--- src/rtl/coin_mech.sv ---
// Coin acceptor/dispenser mechanism: timed detect pulses, return decode, tube levels.
// Optional COIN_MECH_STATS_EN adds coins_in/coins_out event counters.
module coin_mech #(
    parameter int DETECT_W   = 8,
    parameter int GAP_W      = 40,
    parameter int MIN_RET_W  = 4,
    parameter int CNT_W      = 6,
    parameter int TUBE_DEPTH = 63,
    parameter int INIT_LEVEL = 10
) (
    input  logic             clk,
    input  logic             reset,
    input  logic             coin_valid,
    input  logic [1:0]       coin_type,
    output logic             coin_ready,
    output logic             coin_reject,
    output logic             detect_5,
    output logic             detect_10,
    output logic             detect_25,
    input  logic             return_5,
    input  logic             return_10,
    input  logic             return_25,
    input  logic             refill,
    output logic             empty_5,
    output logic             empty_10,
    output logic             empty_25,
    output logic [CNT_W-1:0] level_5,
    output logic [CNT_W-1:0] level_10,
    output logic [CNT_W-1:0] level_25,
    output logic             err_underflow
`ifdef COIN_MECH_STATS_EN
    ,
    output logic [15:0]      coins_in,
    output logic [15:0]      coins_out
`endif
);

    localparam int MAXW = (DETECT_W > GAP_W) ? DETECT_W : GAP_W;
    localparam int CW   = $clog2(MAXW + 1);
    localparam int WW   = $clog2(MIN_RET_W + 1);

    typedef enum logic [1:0] {IDLE, PULSE, GAP} state_t;

    state_t           state;
    logic [CW-1:0]    cnt;
    logic [1:0]       ctype;
    logic [2:0]       inc_req;
    logic [2:0]       inc_ok;
    logic [2:0]       dec_req;
    logic [2:0]       ret;
    logic [2:0]       ret_q;
    logic [WW-1:0]    width [3];
    logic [CNT_W-1:0] lvl [3];

    assign coin_ready = (state == IDLE);
    assign ret        = {return_25, return_10, return_5};

    always_ff @(posedge clk) begin
        if (reset) begin
            state       <= IDLE;
            cnt         <= '0;
            ctype       <= 2'd0;
            coin_reject <= 1'b0;
            detect_5    <= 1'b0;
            detect_10   <= 1'b0;
            detect_25   <= 1'b0;
        end else begin
            coin_reject <= 1'b0;
            unique case (state)
                IDLE: begin
                    if (coin_valid) begin
                        if (coin_type == 2'd3) begin
                            coin_reject <= 1'b1;
                        end else begin
                            state     <= PULSE;
                            cnt       <= '0;
                            ctype     <= coin_type;
                            detect_5  <= (coin_type == 2'd0);
                            detect_10 <= (coin_type == 2'd1);
                            detect_25 <= (coin_type == 2'd2);
                        end
                    end
                end
                PULSE: begin
                    if (cnt == CW'(DETECT_W - 1)) begin
                        state     <= GAP;
                        cnt       <= '0;
                        detect_5  <= 1'b0;
                        detect_10 <= 1'b0;
                        detect_25 <= 1'b0;
                    end else begin
                        cnt <= cnt + 1'b1;
                    end
                end
                GAP: begin
                    if (cnt == CW'(GAP_W - 1)) begin
                        state <= IDLE;
                        cnt   <= '0;
                    end else begin
                        cnt <= cnt + 1'b1;
                    end
                end
                default: state <= IDLE;
            endcase
        end
    end

    always_comb begin
        inc_req = 3'b000;
        inc_ok  = 3'b000;
        dec_req = 3'b000;
        for (int i = 0; i < 3; i++) begin
            inc_req[i] = (state == PULSE) && (cnt == CW'(DETECT_W - 1))
                         && (ctype == 2'(i));
            inc_ok[i]  = inc_req[i] && (lvl[i] < CNT_W'(TUBE_DEPTH));
            dec_req[i] = ret_q[i] && !ret[i] && (width[i] >= WW'(MIN_RET_W));
        end
    end

    // width 0 means "not armed": a line high across reset never qualifies
    always_ff @(posedge clk) begin
        if (reset) begin
            ret_q <= 3'b111;
            for (int i = 0; i < 3; i++) width[i] <= '0;
        end else begin
            ret_q <= ret;
            for (int i = 0; i < 3; i++) begin
                if (ret[i] && !ret_q[i])
                    width[i] <= WW'(1);
                else if (ret[i] && width[i] != '0 && width[i] < WW'(MIN_RET_W))
                    width[i] <= width[i] + 1'b1;
                else if (!ret[i])
                    width[i] <= '0;
            end
        end
    end

    always_ff @(posedge clk) begin
        if (reset) begin
            err_underflow <= 1'b0;
            for (int i = 0; i < 3; i++) lvl[i] <= CNT_W'(INIT_LEVEL);
        end else if (refill) begin
            for (int i = 0; i < 3; i++) lvl[i] <= CNT_W'(INIT_LEVEL);
        end else begin
            for (int i = 0; i < 3; i++) begin
                if (inc_ok[i] && dec_req[i])
                    lvl[i] <= lvl[i];
                else if (inc_ok[i])
                    lvl[i] <= lvl[i] + 1'b1;
                else if (dec_req[i]) begin
                    if (lvl[i] != '0)
                        lvl[i] <= lvl[i] - 1'b1;
                    else
                        err_underflow <= 1'b1;
                end
            end
        end
    end

`ifdef COIN_MECH_STATS_EN
    always_ff @(posedge clk) begin
        if (reset) begin
            coins_in  <= 16'd0;
            coins_out <= 16'd0;
        end else begin
            if (|inc_req)
                coins_in <= coins_in + 16'd1;
            if ((dec_req[0] && lvl[0] != '0) || (dec_req[1] && lvl[1] != '0)
                || (dec_req[2] && lvl[2] != '0))
                coins_out <= coins_out + 16'd1;
        end
    end
`endif

    assign level_5  = lvl[0];
    assign level_10 = lvl[1];
    assign level_25 = lvl[2];
    assign empty_5  = (lvl[0] == '0);
    assign empty_10 = (lvl[1] == '0);
    assign empty_25 = (lvl[2] == '0);

endmodule

--- config.mk ---
export PLATFORM = sky130hd
export DESIGN_NAME = coin_mech
export DESIGN_NICKNAME = d
export VERILOG_FILES = /design/src/rtl/coin_mech.sv
export SDC_FILE = /design/constraint.sdc
export NUM_CORES = 1
export LEC_CHECK = 0
export BUFFER_PORTS_ARGS = -buffer_cell sky130_fd_sc_hd__buf_4
export CORE_UTILIZATION = 53
export CTS_CLUSTER_DIAMETER = 150
export DETAILED_ROUTE_END_ITERATION = 12
export MAX_ROUTING_LAYER = met4
export PLACE_DENSITY = 0.77
export REMOVE_ABC_BUFFERS = 1
export SKIP_LAST_GASP = 1
export SYNTH_ARGS = -nofsm -noshare
export SYNTH_HDL_FRONTEND = slang
export SYNTH_SLANG_ARGS = --single-unit
--- constraint.sdc ---
create_clock -name clk -period 3.13 [get_ports clk]
set_input_delay 0.313 -clock clk [delete_from_list [all_inputs] [get_ports clk]]
set_output_delay 0.313 -clock clk [all_outputs]
set_load 0.005 [all_outputs]
==> impl_metrics.json <==
{
  "outcome": "finished clean",
  "cp_max_fo": 4,
  "cts_tree": "yes",
  "cp_slowest_stage_delay_ns": 0.55,
  "dieArea_sq_um": 5710,
  "antenna_found_initial": 0,
  "end_kind": "flop",
  "fmax_ghz": 0.339,
  "cts.path.max_buffers": 2,
  "p_int_w": 0.00108,
  "cts_sinks": 45,
  "syn_area_per_cell_sq_um": 9.59,
  "fin_cells": 416,
  "via_per_inst": 5.61,
  "vias": 2333,
  "grt_pass1_wl_um": 9360,
  "grt_pass1_vias": 2149,
  "tns_ns": 0,
  "synth_top_family_by_area": "simple AND/OR/NAND/NOR gates",
  "start_util_pct": 55.4,
  "yosysTopAreaCell": "edfxtp_1",
  "core_sq_um": 5170,
  "clk_pin_slew_ns": 0.09,
  "drt-total-wl_um": 5980,
  "synth_compound_area_share_pct": 14.2,
  "hp-class": "in2reg",
  "path_class": "reg2reg",
  "grt_max_degree": 29,
  "grt_usage_pct": 22.5,
  "tightest_slew_ns": 0.594,
  "required_ns": 3.18,
  "synthFlopType": "edfxtp_1",
  "fin_total_pwr_w": 0.00144,
  "netlist_top_cells_area": "edfxtp_1 28%, dfxtp_1 13%, ha_1 10%",
  "clk_latency_ns": 0.30,
  "ant_nets": 0,
  "hold_viol": 0,
  "critical_path.cell_chain": "or4_4, nor3_4, nor3b_4, nand2_1, inv_1, ha_1, a211oi_2, o21bai_1, a21oi_2, xnor2_1, mux2i_1, nor3_1",
  "synthMuxAreaShare_pct": 1.40,
  "fin_skew_ns": 0.00801,
  "fin_area_sq_um": 3420,
  "nets": 380,
  "maxCapViolations": 0,
  "p_sw_w": 0.000358,
  "route.detailed.drc": 0,
  "cts_buffers": 5,
  "synth_common_cells": "32 x nor2_1, 27 x edfxtp_1, 23 x ha_1",
  "p_sw_share_pct": 24.9,
  "ios": 36,
  "p_clk_share_pct": 35.8,
  "routedWlPerCell_um": 14.4,
  "port_buffers": 35,
  "synth_edf_count": 27,
  "dpl_cell_area_sq_um": 3240,
  "die_width_um": 75.5,
  "synth_cell_types": 54,
  "drive_above_1_share_pct": 21.7,
  "ys_seq_elements": 45,
  "routabilityCongestion": 0.906,
  "fin_crit_sh_pct": 94.2,
  "fp-row-count": 26,
  "p_seq_share_pct": 47.9,
  "yosysSeqAreaShare_pct": 40.9,
  "ctsHtreeMaxLevel": 2,
  "async_flop_share_pct": 0,
  "cellLeakagePower_nw": 1.49,
  "max_slew_margin_pct": 60.0,
  "critPathArrivalTime_ns": 3.00,
  "syn_inst": 299,
  "die_height_um": 75.5,
  "syn_to_final_growth_pct": 19.5,
  "dpl.hpwl_um": 4500,
  "synth_xor_area_share_pct": 3.67,
  "p_per_area_nw_per_um2": 419,
  "setup_viol": 0,
  "nFillCells": 419,
  "place_inst": 405,
  "dr.pass1.iters": 4,
  "diodes": 0,
  "synth-simple-area-share_pct": 23.9,
  "drtIter0Drc": 103,
  "synth.most_common_cell": "nor2_1",
  "critPathLaunchType": "flop",
  "grt-ovfl-total": 0,
  "syn_area_sq_um": 2870,
  "synth_adder_area_share_pct": 12.1,
  "combPwrFrac_pct": 16.4,
  "ir_worst_vdd_uv": 294,
  "drv_slew": 0,
  "fin_crit_ns": 2.95,
  "hold_buffers": 0,
  "cts_root_buf": "clkbuf_8",
  "yosysWarnings": 0,
  "yosysTopAreaCellShare_pct": 28.3,
  "cp_slowest_cell": "or4_4"
}
==> per-stage QoR <==
stage	util, %	worst slack [ns]	hold slack (ns)
6_report	66.2	0.182	0.216
5_1_grt	66.2	-0.0280	0.220
4_1_cts	65.3	0.102	0.203
3_5_place_dp	62.7	0.173	0.457
3_3_place_gp	62.7	0.252	0.452
2_1_floorplan	-	0.204	0.382
==> power groups by stage <==
stage / Combinational, W / Clock (W) / Sequential, W
6_report: 0.000235 / 0.000513 / 0.000687
4_1_cts: 0.000232 / 0.000530 / 0.000687
3_5_place_dp: 0.000230 / 0 / 0.000701
3_3_place_gp: 0.000224 / 0 / 0.000700
2_1_floorplan: 0.000147 / 0 / 0.000697
5_1_grt: 0.000263 / 0.000548 / 0.000692
==> area by class of cell <==
type	count	area [sq um]	share of cell area, %
sequential	45	1170	34.2
clock inverter	3	65.1	1.90
multi-input combinational	226	1610	47.1
timing repair buffer	45	338	9.86
clock buffer	5	68.8	2.01
inverter	22	82.6	2.41
tap	70	87.6	2.56
==> kinds of logic after synthesis <==
group	count (synthesis)
and+or+nand+nor	125
AOI/OAI and AO/OA	59
DFF	45
buffers and inverters	28
adders and majority gates	26
xor gates and xnor gates	12
muxes	4
==> per-layer routing <==
layer | GRT usage [%] | vias up | routed length, um
met5 | - | - | 0
met3 | 4.50 | 10 | 270
met1 | 26.3 | 1091 | 2630
met2 | 38.8 | 71 | 2980
li1 | - | 1161 | -
met4 | 7.61 | 0 | 103
==> registers in the layout, indices dropped and copies added, names as in the netlist, 2 cells and up <==
signal / flops
lvl: 18
cnt: 6
ret_q: 3
state: 2
ctype: 2
width: 9
==> layout by cell type, fill, tap and decap left out, types with 5 or more instances in the layout <==
cell type and count:
buf_4 45, nor2_1 32, edfxtp_1 27, ha_1 23, inv_1 20, nand2_1 20, a21oi_1 18, dfxtp_1 18
nor3_1 9, a21o_1 9, o21ai_0 8, nor2b_1 7, xor2_1 7, nor4_1 6, and2_1 6, nand2b_1 5
nand3_1 5, xnor2_1 5, clkbuf_8 5
==> critical path: cells and delay by family (launching register included) <==
kind / cells / cell delay, ns
AOI/OAI and AO/OA: 3 / 0.48
adders and majority gates: 1 / 0.31
buffers and inverters: 1 / 0.10
muxes: 1 / 0.21
DFF: 1 / 0.45
xor gates and xnor gates: 1 / 0.15
and+or+nand+nor: 5 / 1.01
==> path summary, 6_finish.rpt <==
check,start,end,slack (ns),cells past startpoint
max,lvl[2][4],lvl[2][5],0.18,12
min,return_5,ret_q[0],0.22,3
min reg2reg,detect_5,detect_5,0.48,2
max reg2reg,lvl[2][4],lvl[2][5],0.18,12
==> repair_timing <==
item                       in CTS  in global routing
gates resized for setup         0                  5
setup endpoints to repair       0                  1
setup buffers                   0                  3
No activity file was read; power rests on OpenSTA's default activity.
